$ cat src/rtl/fixed_point_division.sv
// ---------------------------------------------------------------------------
// fixed_point_division
//
// Sequential unsigned fixed-point divider, q = A / B, all values Q5.5
// (10 bits: 5 integer bits, 5 fraction bits). Operands are captured into
// holding registers by ld_a / ld_b. A start pulse in IDLE snapshots them
// into working registers. A restoring shift-subtract loop then produces one
// quotient bit per clock, 15 steps in total. The result and the overflow
// flag stay registered until the next completed division or a reset.
//
// Ports
//   clk    in   1   clock, all state updates on the rising edge
//   rst    in   1   synchronous, active-high reset (dominates everything)
//   start  in   1   launch a division (only looked at in IDLE)
//   ld_a   in   1   load A into the dividend holding register
//   ld_b   in   1   load B into the divisor holding register
//   A      in   10  dividend, unsigned Q5.5
//   B      in   10  divisor, unsigned Q5.5
//   q      out  10  quotient, unsigned Q5.5, truncated, saturates at 10'h3FF
//   ov     out  1   overflow / divide-by-zero flag
// ---------------------------------------------------------------------------
module fixed_point_division (
    input  logic       clk,
    input  logic       rst,
    input  logic       start,
    input  logic       ld_a,
    input  logic       ld_b,
    input  logic [9:0] A,
    input  logic [9:0] B,
    output logic [9:0] q,
    output logic       ov
);

    typedef enum logic {
        IDLE = 1'b0,
        BUSY = 1'b1
    } state_t;

    state_t      state;
    state_t      state_next;

    // Operand holding registers, loadable at any time
    logic [9:0]  ra;
    logic [9:0]  rb;

    // Working copies taken at launch, so later loads cannot disturb a run
    logic [9:0]  divisor;
    logic [14:0] dividend;
    logic [9:0]  remainder;
    logic [13:0] quot;
    logic [3:0]  cnt;

    // One restoring step, computed combinationally from the working regs
    logic [10:0] trial;
    logic [9:0]  rem_step;
    logic        q_bit;
    logic [14:0] quot_step;
    logic        last_step;
    logic        saturate;

    // The remainder is always below the divisor (at most 10'h3FF), so it
    // fits in 10 bits; only the trial value needs the extra MSB. When the
    // subtraction succeeds the true difference is below the divisor as
    // well, so the low 10 bits of the modular difference are exact.
    always_comb begin
        trial     = {remainder, dividend[14]};
        rem_step  = trial[9:0];
        q_bit     = 1'b0;
        if (trial >= {1'b0, divisor}) begin
            rem_step = trial[9:0] - divisor;
            q_bit    = 1'b1;
        end
        quot_step = {quot, q_bit};
        last_step = (cnt == 4'd14);
        saturate  = (divisor == 10'd0) || (quot_step[14:10] != 5'd0);
    end

    // Next-state logic: launch from IDLE on start, return after step 15
    always_comb begin
        state_next = state;
        case (state)
            IDLE: if (start)     state_next = BUSY;
            BUSY: if (last_step) state_next = IDLE;
            default:             state_next = IDLE;
        endcase
    end

    // State register
    always_ff @(posedge clk) begin
        if (rst) state <= IDLE;
        else     state <= state_next;
    end

    // Operand holding registers; a launch on the same edge as a load sees
    // the old contents because the snapshot reads ra/rb before they update
    always_ff @(posedge clk) begin
        if (rst) begin
            ra <= 10'd0;
            rb <= 10'd0;
        end else begin
            if (ld_a) ra <= A;
            if (ld_b) rb <= B;
        end
    end

    // Datapath: snapshot at launch, one shift-subtract step per BUSY clock,
    // outputs written only on the final step so they never change mid-run
    always_ff @(posedge clk) begin
        if (rst) begin
            divisor   <= 10'd0;
            dividend  <= 15'd0;
            remainder <= 10'd0;
            quot      <= 14'd0;
            cnt       <= 4'd0;
            q         <= 10'd0;
            ov        <= 1'b0;
        end else begin
            case (state)
                IDLE: begin
                    if (start) begin
                        dividend  <= {ra, 5'b0};
                        divisor   <= rb;
                        remainder <= 10'd0;
                        quot      <= 14'd0;
                        cnt       <= 4'd0;
                    end
                end
                BUSY: begin
                    remainder <= rem_step;
                    dividend  <= {dividend[13:0], 1'b0};
                    quot      <= quot_step[13:0];
                    cnt       <= cnt + 4'd1;
                    if (last_step) begin
                        if (saturate) begin
                            q  <= 10'h3FF;
                            ov <= 1'b1;
                        end else begin
                            q  <= quot_step[9:0];
                            ov <= 1'b0;
                        end
                    end
                end
                default: ;
            endcase
        end
    end

endmodule

$ cat config.mk
export PLATFORM = sky130hd
export DESIGN_NAME = fixed_point_division
export DESIGN_NICKNAME = d
export VERILOG_FILES = /design/src/rtl/fixed_point_division.sv
export SDC_FILE = /design/constraint.sdc
export NUM_CORES = 1
export LEC_CHECK = 0
export ABC_CLOCK_PERIOD_IN_PS = 3100
export CAP_MARGIN = 20
export CORE_MARGIN = 10
export CORE_UTILIZATION = 40
export CTS_CLUSTER_DIAMETER = 60
export DETAILED_ROUTE_END_ITERATION = 12
export PLACE_DENSITY = 0.59
export SLEW_MARGIN = 20
export SYNTH_ARGS = -nofsm -noshare
export SYNTH_HDL_FRONTEND = slang
export SYNTH_SLANG_ARGS = --single-unit
$ cat constraint.sdc
create_clock -name clk -period 3.1 [get_ports clk]
set_clock_uncertainty 0.15 [all_clocks]
set_input_delay 0.465 -clock clk [delete_from_list [all_inputs] [get_ports clk]]
set_output_delay 0.465 -clock clk [all_outputs]
set_load 0.005 [all_outputs]
Word level (Yosys, flattened, before mapping)
Cells that the tools add are included.
Storage, ports and cells
  register bits after elaboration: 85
  bits of input ports: 25
Cells by class
  add/sub/neg operators: 2
  magnitude comparators: 1
  eq/ne operators: 2
  multiplexer cells: 15
  bitwise logic cells: 1
  reductions and logical operators: 5
Operators by type and width (number)
  two-way mux 10 bit: 3
  case mux 15 bit (2 select lines): 1
  case mux 14 bit (2 select lines): 1
  case mux 10 bit (2 select lines): 1
  two-way mux 15 bit: 1
  two-way mux 14 bit: 1
  greater-or-equal comparator 11 x 10 -> 1 bit: 1
  zero test 10 bit: 1
  subtractor 10 bit: 1
  case mux 4 bit (2 select lines): 1
  nonzero test 5 bit: 1
  adder 4 x 1 -> 4 bit, second input constant: 1
  equality test 4 bit, second input constant: 1
  two-way mux 1 bit: 4
  two-way mux 4 bit: 1
  AND reduction 2 bit: 2
  != test 2 bit, second input constant: 1
  case mux 1 bit (2 select lines): 1
  logical OR 1 bit: 1
  inverter 1 bit: 1

Logic depth before layout (Yosys ltp)
Gate-level depths: netlist (run 1).
  depth in word-level cells: 3
  mapped depth: 9
  gate-level depth less buffers: 9

Worst setup path after synthesis (run 1)
No wires, ideal clock.
  path kind: flip-flop to flip-flop
  from: register divisor[4]
  to: register remainder[2]
  arrival time: 2.061 ns
  data required time: 2.833 ns
  slack: 0.772 ns
  cell stages (with the launch flop): 9
  path through: dfxtp_1 > inv_1 > ha_1 > nand4_1 > nor3_1 > or4_1 > buf_2 > or3_1 > a32o_1
On the way
  longest elaborated chain between the ends: 3
RTL lines
  from (decl): line 47  | logic [9:0] divisor;
  from (signal assigned): line 122  | divisor <= rb;
  greater-or-equal comparator 11 x 10 -> 1 bit: line 69  | if (trial >= {1'b0, divisor}) begin
  two-way mux 10 bit: line 69
  case mux 10 bit (2 select lines): line 118  | case (state)
  to (signal assigned): line 129  | remainder <= rem_step;
  to (decl): line 49  | logic [9:0] remainder;
No other way between the ends.
A chain may end at the register's enable or synchronous reset.

Worst setup path in the final report (run 1)
  from: register divisor[4]
  to: register remainder[6]
On the way
  longest elaborated chain between the ends: 3
  elaborated cells between the ends (all ways): 4
RTL lines (line)
  subtractor 10 bit or greater-or-equal comparator 11 x 10 -> 1 bit (tied branches): 70, 69
  two-way mux 10 bit *: 69
  case mux 10 bit (2 select lines) *: 118
Every way passes the cells marked *; elsewhere a longest branch is shown, timed or not.

==> run summary, run 1 <==
Library cell contributing the largest single delay on the critical path: sky130_fd_sc_hd__or4_1
Data required time of the worst path: 3200 ps
Sw Ratio: 36.1%
Std-Cell Rows: 34
Number of buffers created by CTS: 9
Placer Congestion: 0.833
Setup TNS after final layout: 0 ps
Via Count: 3011
RSZ-0062 raised after global routing: false
Number of input and output port buffers inserted: 35
Number of fill cells in the layout: 905
Combinational Power Share: 33.1%
Share of cells above drive strength 1: 5.94%
Number of gates resized after CTS: 0
Final count of pins violating max slew: 0
Routed length per placed instance: 13.8 um
Static Leakage: 1.71 nW
Max-capacitance violation count: 0
Final antenna diode count: 0
Clock tree root buffer cell: sky130_fd_sc_hd__clkbuf_8
Worst-Margin Slew: 619 ps
WP buf/inv: 1
Initial antenna violation count: 0
Hold violation count in the final report: 0
Most instantiated flip-flop cell in the synthesis netlist: sky130_fd_sc_hd__dfxtp_1
Data arrival time at the worst-slack endpoint: 2800 ps
Cell-by-cell listing of the critical path: inv_1 > ha_1 > nand4_1 > nor3_1 > or4_1 > or3_1 > a32o_1
Part of the cycle the worst path needs: 87.1%
Total die area: 13400 um^2
Deepest level of the CTS H-tree: 3
Critical path startpoint category: flip-flop
Net count after synthesis: 481
DRT Wirelength: 8020 um
Growth of design area from synthesis to finish: 17.9%
GR Overflow Total: 0
Post-synthesis cell count: 443
Detailed-route DRC error count: 0
Worst-case clock buffer depth: 2
Most frequent cells in the layout: sky130_fd_sc_hd__dfxtp_1, sky130_fd_sc_hd__nor2_1, sky130_fd_sc_hd__a21oi_1, sky130_fd_sc_hd__nand2_1, sky130_fd_sc_hd__clkdlybuf4s50_1
Slew margin rel.: 58.7%
Worst IR Drop VDD: 0.000318 V
Dominant delay contributor by cell family on the critical path: simple AND/OR/NAND/NOR gates
Wire length of the first global-routing pass: 13900 um
Number of clock sinks: 80
Clock network latency to the later pin of the worst-skew pair: 350 ps
Area of the mapped netlist: 3680 um^2
Critical Path End Type: flip-flop
Type of the worst setup path: flip-flop to flip-flop
TritonCTS clock tree: done
Die Y: 116 um
First-pass DRT Iterations: 4
Number of synthesized flops with an enable pin: 0
Post-CTS Repair Setup Buffers: 0
Total internal power: 1.95 mW
Post-synthesis async set-or-reset flop share: 0%
Final hold slack: 311 ps
Area taken by multi-input logic gates: 1890 um^2
Sequential-to-total area share from yosys stat: 43.6%
Power Dens Cells: 705 nW/um^2
Clk pin slew, worst setup/hold paths: 90 ps
Register bit total from synthesis: 80
Tightest Hold Check Type: flip-flop to flip-flop
Hold-fix buffers at CTS: 0
Highest clock frequency the design can meet: 371 MHz
Sw Pwr: 1.10 mW
Sequential group share of total power: 38.1%
Reg-to-reg setup timing slack: 400 ps
# setup viols final: 0
Pin count of the biggest net entering global routing: 63
Initial Utilization: 41.6%
Status: complete, no violations
Post-detailed-route count of antenna-violating nets: 0
Crit path time final: 2700 ps
Core Box Area: 8850 um^2
Count of warnings emitted by yosys: 0
Vias per cell: 5.20
Largest fanout on the critical path: 17
Most common cell after layout, fill and taps aside: sky130_fd_sc_hd__dfxtp_1
Total GRT Usage: 12.4%
Reg area: 1600 um^2
HPWL after detailed placement: 5540 um
Synth cell types: 44
Clock power frac: 28.8%
Synth Area per Inst: 8.30 um^2
Nets: 504
DRT iter0 DRCs: 110
Slowest cell delay on critical path: 740 ps
Horizontal die dimension: 116 um
Top-level port count: 36
Vias in the first global route: 2944
## cells by family after synthesis
family	after synthesis	synth area share (%)
AO/OA/AOI/OAI	84	14.4
XOR/XNOR	2	0.476
adder cells (fa/ha/maj)	13	4.63
buffers and inverters	50	5.17
flip-flops	80	43.6
multiplexers	32	8.71
AND/OR/NAND/NOR	182	23.1
## routing by layer
metal / vias to the layer above / global-route usage [%] / wire [um]
li1: 1579 / - / -
met1: 1387 / 17.0 / 4210
met2: 38 / 18.9 / 3450
met3: 7 / 3.15 / 276
met4: 0 / 3.50 / 82
met5: - / 0 / 0
## cell type report
type                    count  area share [%]
well taps                 108            3.12
inverters                  20            1.73
clock inverters             7            2.37
flip-flops and latches     80            37.0
repair buffers             42            9.47
clock buffers               9            2.86
multi-input cells         313            43.5
## power by group through the flow
stage	logic [mW]	registers (mW)	clock network (mW)
detailed placement	1.01	1.18	0
global route	1.14	1.17	0.947
finish	1.01	1.16	0.880
floorplan	0.810	1.16	0
CTS	1.02	1.16	0.899
global placement	0.989	1.18	0
## sequential cells by signal (all words and copies together) (netlist names)
register,flops
divisor,10
ov,1
rb,10
dividend,10
cnt,4
q,10
quot,14
remainder,10
ra,10
state,1
## final timing paths
kind	start	end	cells past startpoint
min reg2reg	rb[0]	divisor[0]	2
max reg2reg	divisor[4]	remainder[6]	7
max	divisor[4]	remainder[6]	7
min	rb[0]	divisor[0]	2
## cell usage after synthesis (2+ instances only)
cell type / instances / area, um^2
sky130_fd_sc_hd__dfxtp_1: 80 / 1600
sky130_fd_sc_hd__nor2_1: 78 / 293
sky130_fd_sc_hd__a21oi_1: 43 / 215
sky130_fd_sc_hd__nand2_1: 37 / 139
sky130_fd_sc_hd__mux2i_1: 32 / 320
sky130_fd_sc_hd__clkbuf_1: 24 / 90.1
sky130_fd_sc_hd__nor3_1: 22 / 110
sky130_fd_sc_hd__inv_1: 20 / 75.1
sky130_fd_sc_hd__nor3b_1: 15 / 113
sky130_fd_sc_hd__ha_1: 12 / 150
sky130_fd_sc_hd__o211ai_1: 10 / 75.1
sky130_fd_sc_hd__o21ai_0: 8 / 40.0
sky130_fd_sc_hd__nand4_1: 5 / 31.3
sky130_fd_sc_hd__buf_1: 4 / 15.0
sky130_fd_sc_hd__nor2b_1: 4 / 25.0
sky130_fd_sc_hd__or3_1: 4 / 25.0
sky130_fd_sc_hd__a21o_1: 3 / 22.5
sky130_fd_sc_hd__a31oi_1: 3 / 18.8
sky130_fd_sc_hd__nor4_1: 3 / 18.8
sky130_fd_sc_hd__o2111ai_1: 3 / 26.3
sky130_fd_sc_hd__a2111oi_0: 2 / 17.5
sky130_fd_sc_hd__a211oi_1: 2 / 15.0
sky130_fd_sc_hd__a32o_1: 2 / 20.0
sky130_fd_sc_hd__and3_1: 2 / 12.5
sky130_fd_sc_hd__buf_2: 2 / 10.0
sky130_fd_sc_hd__nand2b_1: 2 / 12.5
sky130_fd_sc_hd__nand3_1: 2 / 10.0
sky130_fd_sc_hd__o21ai_1: 2 / 10.0
sky130_fd_sc_hd__or4_1: 2 / 15.0
## worst reg2reg max path, cell delays in order, from the launching register on
cell and delay, ps:
sky130_fd_sc_hd__dfxtp_1 360, sky130_fd_sc_hd__inv_1 50, sky130_fd_sc_hd__ha_1 380, sky130_fd_sc_hd__nand4_1 150, sky130_fd_sc_hd__nor3_1 60, sky130_fd_sc_hd__or4_1 740, sky130_fd_sc_hd__or3_1 450, sky130_fd_sc_hd__a32o_1 250
## through the flow
| stage | cells | worst slack (ps) | power, mW | cell area (um^2) | utilization, % |
|---|---|---|---|---|---|
| floorplan | 443 | 772 | 1.97 | 3680 | - |
| global placement | 563 | 486 | 2.17 | 4110 | 46.4 |
| detailed placement | 563 | 384 | 2.20 | 4110 | 46.4 |
| CTS | 579 | 365 | 3.08 | 4340 | 49.0 |
| global route | 579 | 230 | 3.26 | 4340 | 49.0 |
| finish | 579 | 401 | 3.05 | 4340 | 49.0 |
(Power assumes the default switching activity.)
==> run 2, diff against run 1 <==
- CORE_MARGIN: 10 -> default
==> run summary, run 2 (synthesis results as in run 1) <==
Hold-fix buffers at CTS: 0 (unchanged)
Sw Pwr: 1.07 mW (-2.6%)
Sequential group share of total power: 40.6% (+2.5 points)
Detailed-route DRC error count: 1 (+1)
Wire length of the first global-routing pass: 13200 um (-4.7%)
Status: finished with violations
Slowest cell delay on critical path: 730 ps (about the same)
Deepest level of the CTS H-tree: 3 (unchanged)
Register name with the most flops: quot
Total die area: 9580 um^2 (-29%)
Setup TNS after final layout: 0 ps (unchanged)
Violations in the final reports: design-rule violations
Routed length per placed instance: 13.3 um (-4.0%)
Critical path startpoint category: flip-flop
Library cell contributing the largest single delay on the critical path: sky130_fd_sc_hd__or4_1
R2r endpoint: remainder[2]
Final antenna diode count: 0 (unchanged)
Global-route track usage on met3: 3.22% (+0.069 points)
HPWL after detailed placement: 5250 um (-5.2%)
Die Y: 97.9 um (-16%)
Clock power frac: 24.7% (-4.1 points)
Share of cells above drive strength 1: 5.93% (-0.013 points)
Number of input and output port buffers inserted: 35 (unchanged)
Post-CTS Repair Setup Buffers: 0 (unchanged)
Data required time of the worst path: 3200 ps (about the same)
Clock network latency to the later pin of the worst-skew pair: 340 ps (about the same)
Post-detailed-route count of antenna-violating nets: 0 (unchanged)
Std-Cell Rows: 34 (unchanged)
Worst IR Drop VDD: 0.000283 V (-11%)
RSZ-0062 raised after global routing: false
Flip-flop count of the largest register, all copies and words added: 14 (unchanged)
Number of fill cells in the layout: 877 (-3.1%)
Placer Congestion: 0.851 (+2.1%)
Worst reg2reg startpoint: divisor[4]
Horizontal die dimension: 97.9 um (-16%)
DRT Wirelength: 7710 um (-3.8%)
Worst-case clock buffer depth: 2 (unchanged)
Reg-to-reg setup timing slack: 400 ps (about the same)
Final count of pins violating max slew: 0 (unchanged)
Most utilized layer in the global route result: met2
Total internal power: 1.81 mW (-7.4%)
Number of buffers created by CTS: 9 (unchanged)
Vias in the first global route: 2782 (-5.5%)
Pin count of the biggest net entering global routing: 68 (+7.9%)
First-pass DRT Iterations: 9 (+5)
Static Leakage: 1.69 nW (-1.4%)
Launch point of the worst path: divisor[4]
Top-level port count: 36 (unchanged)
Clock tree root buffer cell: sky130_fd_sc_hd__clkbuf_8
Source of the worst hold timing path: rst
TritonCTS clock tree: done
Nets: 505 (+0.20%)
Number of clock sinks: 80 (unchanged)
Largest fanout on the critical path: 17 (unchanged)
Total cell area at the placement stage: 4100 um^2 (-0.12%)
Part of the cycle the worst path needs: 87.1% (about the same)
Most common cell after layout, fill and taps aside: sky130_fd_sc_hd__dfxtp_1
Slew margin rel.: 55.0% (-3.8 points)
Crit path time final: 2700 ps (+1.57 ps)
Worst-Margin Slew: 676 ps (+56.6 ps)
Power Dens Cells: 672 nW/um^2 (-4.6%)
DRT iter0 DRCs: 100 (-9.1%)
Met2 track utilization from global routing: 25.5% (+6.5 points)
Number of gates resized after CTS: 0 (unchanged)
Clk pin slew, worst setup/hold paths: 90 ps (about the same)
Hold violation count in the final report: 0 (unchanged)
Initial antenna violation count: 0 (unchanged)
# setup viols final: 0 (unchanged)
Met1 layer usage reported by global route: 24.0% (+7.0 points)
Combinational Power Share: 34.8% (+1.7 points)
Vias per cell: 5.23 (+0.59%)
Initial Utilization: 41.8% (+0.20 points)
Cell-by-cell listing of the critical path: inv_1 > ha_1 > nand4_1 > nor3_1 > or4_1 > or3_1 > a32o_1
Critical Path End Type: flip-flop
Sw Ratio: 37.2% (+1.2 points)
Tightest Hold Check Type: primary input to flip-flop
Core Box Area: 8810 um^2 (-0.48%)
GR Overflow Total: 0 (unchanged)
Number of cells on the worst reg-to-reg path: 7 (unchanged)
Destination of the worst hold path: quot[0]
Growth of design area from synthesis to finish: 16.6%
Max-capacitance violation count: 0 (unchanged)
Type of the worst setup path: flip-flop to flip-flop
Most frequent cells in the layout: sky130_fd_sc_hd__dfxtp_1, sky130_fd_sc_hd__nor2_1, sky130_fd_sc_hd__a21oi_1, sky130_fd_sc_hd__nand2_1, sky130_fd_sc_hd__clkdlybuf4s50_1
Number of cells traversed by the worst hold path: 2 (unchanged)
Final standard cell area without fillers: 4290 um^2 (-1.1%)
Data arrival time at the worst-slack endpoint: 2800 ps (about the same)
Via Count: 3034 (+0.76%)
Total GRT Usage: 17.0% (+4.5 points)
Highest clock frequency the design can meet: 370 MHz (about the same)
[run 2: how the worst max path moves through the flow]
| stage | slack, ps | end | depth (start not counted) |
|---|---|---|---|
| 2_1_floorplan | 770 | remainder[2] | 8 |
| 3_3_place_gp | 470 | remainder[6] | 7 |
| 3_5_place_dp | 440 | remainder[6] | 7 |
| 4_1_cts | 410 | remainder[6] | 7 |
| 5_1_grt | 270 | remainder[6] | 7 |
| 6_report | 400 | remainder[2] | 7 |
[run 2: layout make-up]
cell class                      instances  area [um^2]  area share (%)
Sequential cell                        80         1600            37.4
Clock buffer                           11          141            3.30
Multi-Input combinational cell        313         1890            44.0
Timing Repair Buffer                   43          405            9.46
Inverter                               20         75.1            1.75
Clock inverter                          5         41.3           0.963
Tap cell                              108          135            3.15
[run 2: worst max-delay path: cells and delay by family (launching register included)]
family          cells  cell delay, ps
simple gates        4            1400
fa+ha+maj           1             390
compound gates      1             240
buf+inv             1              50
flops               1             350
[run 2: per-stage QoR]
stage | power (mW) | setup WS [ps] | instances | hold slack, ps | util (%)
after global routing | 3.06 | 273 | 580 | 224 | 48.7
after floorplan | 1.97 | 772 | 443 | 281 | -
after CTS | 2.89 | 414 | 580 | 199 | 48.7
after global placement | 2.17 | 469 | 564 | 294 | 46.6
after detailed placement | 2.17 | 439 | 564 | 298 | 46.6
final | 2.88 | 399 | 580 | 226 | 48.7
[run 2: power by group through the flow]
stage / Sequential [mW] / Clock, mW / Combinational, mW
2_1_floorplan: 1.16 / 0 / 0.810
3_3_place_gp: 1.19 / 0 / 0.977
3_5_place_dp: 1.19 / 0 / 0.982
4_1_cts: 1.17 / 0.738 / 0.989
5_1_grt: 1.18 / 0.782 / 1.10
6_report: 1.17 / 0.711 / 1.00
[run 2: routing by layer]
layer	routed length [um]	vias to the layer above
met5	0	-
met2	3330	63
met1	3970	1388
met4	96	0
met3	314	9
li1	-	1574
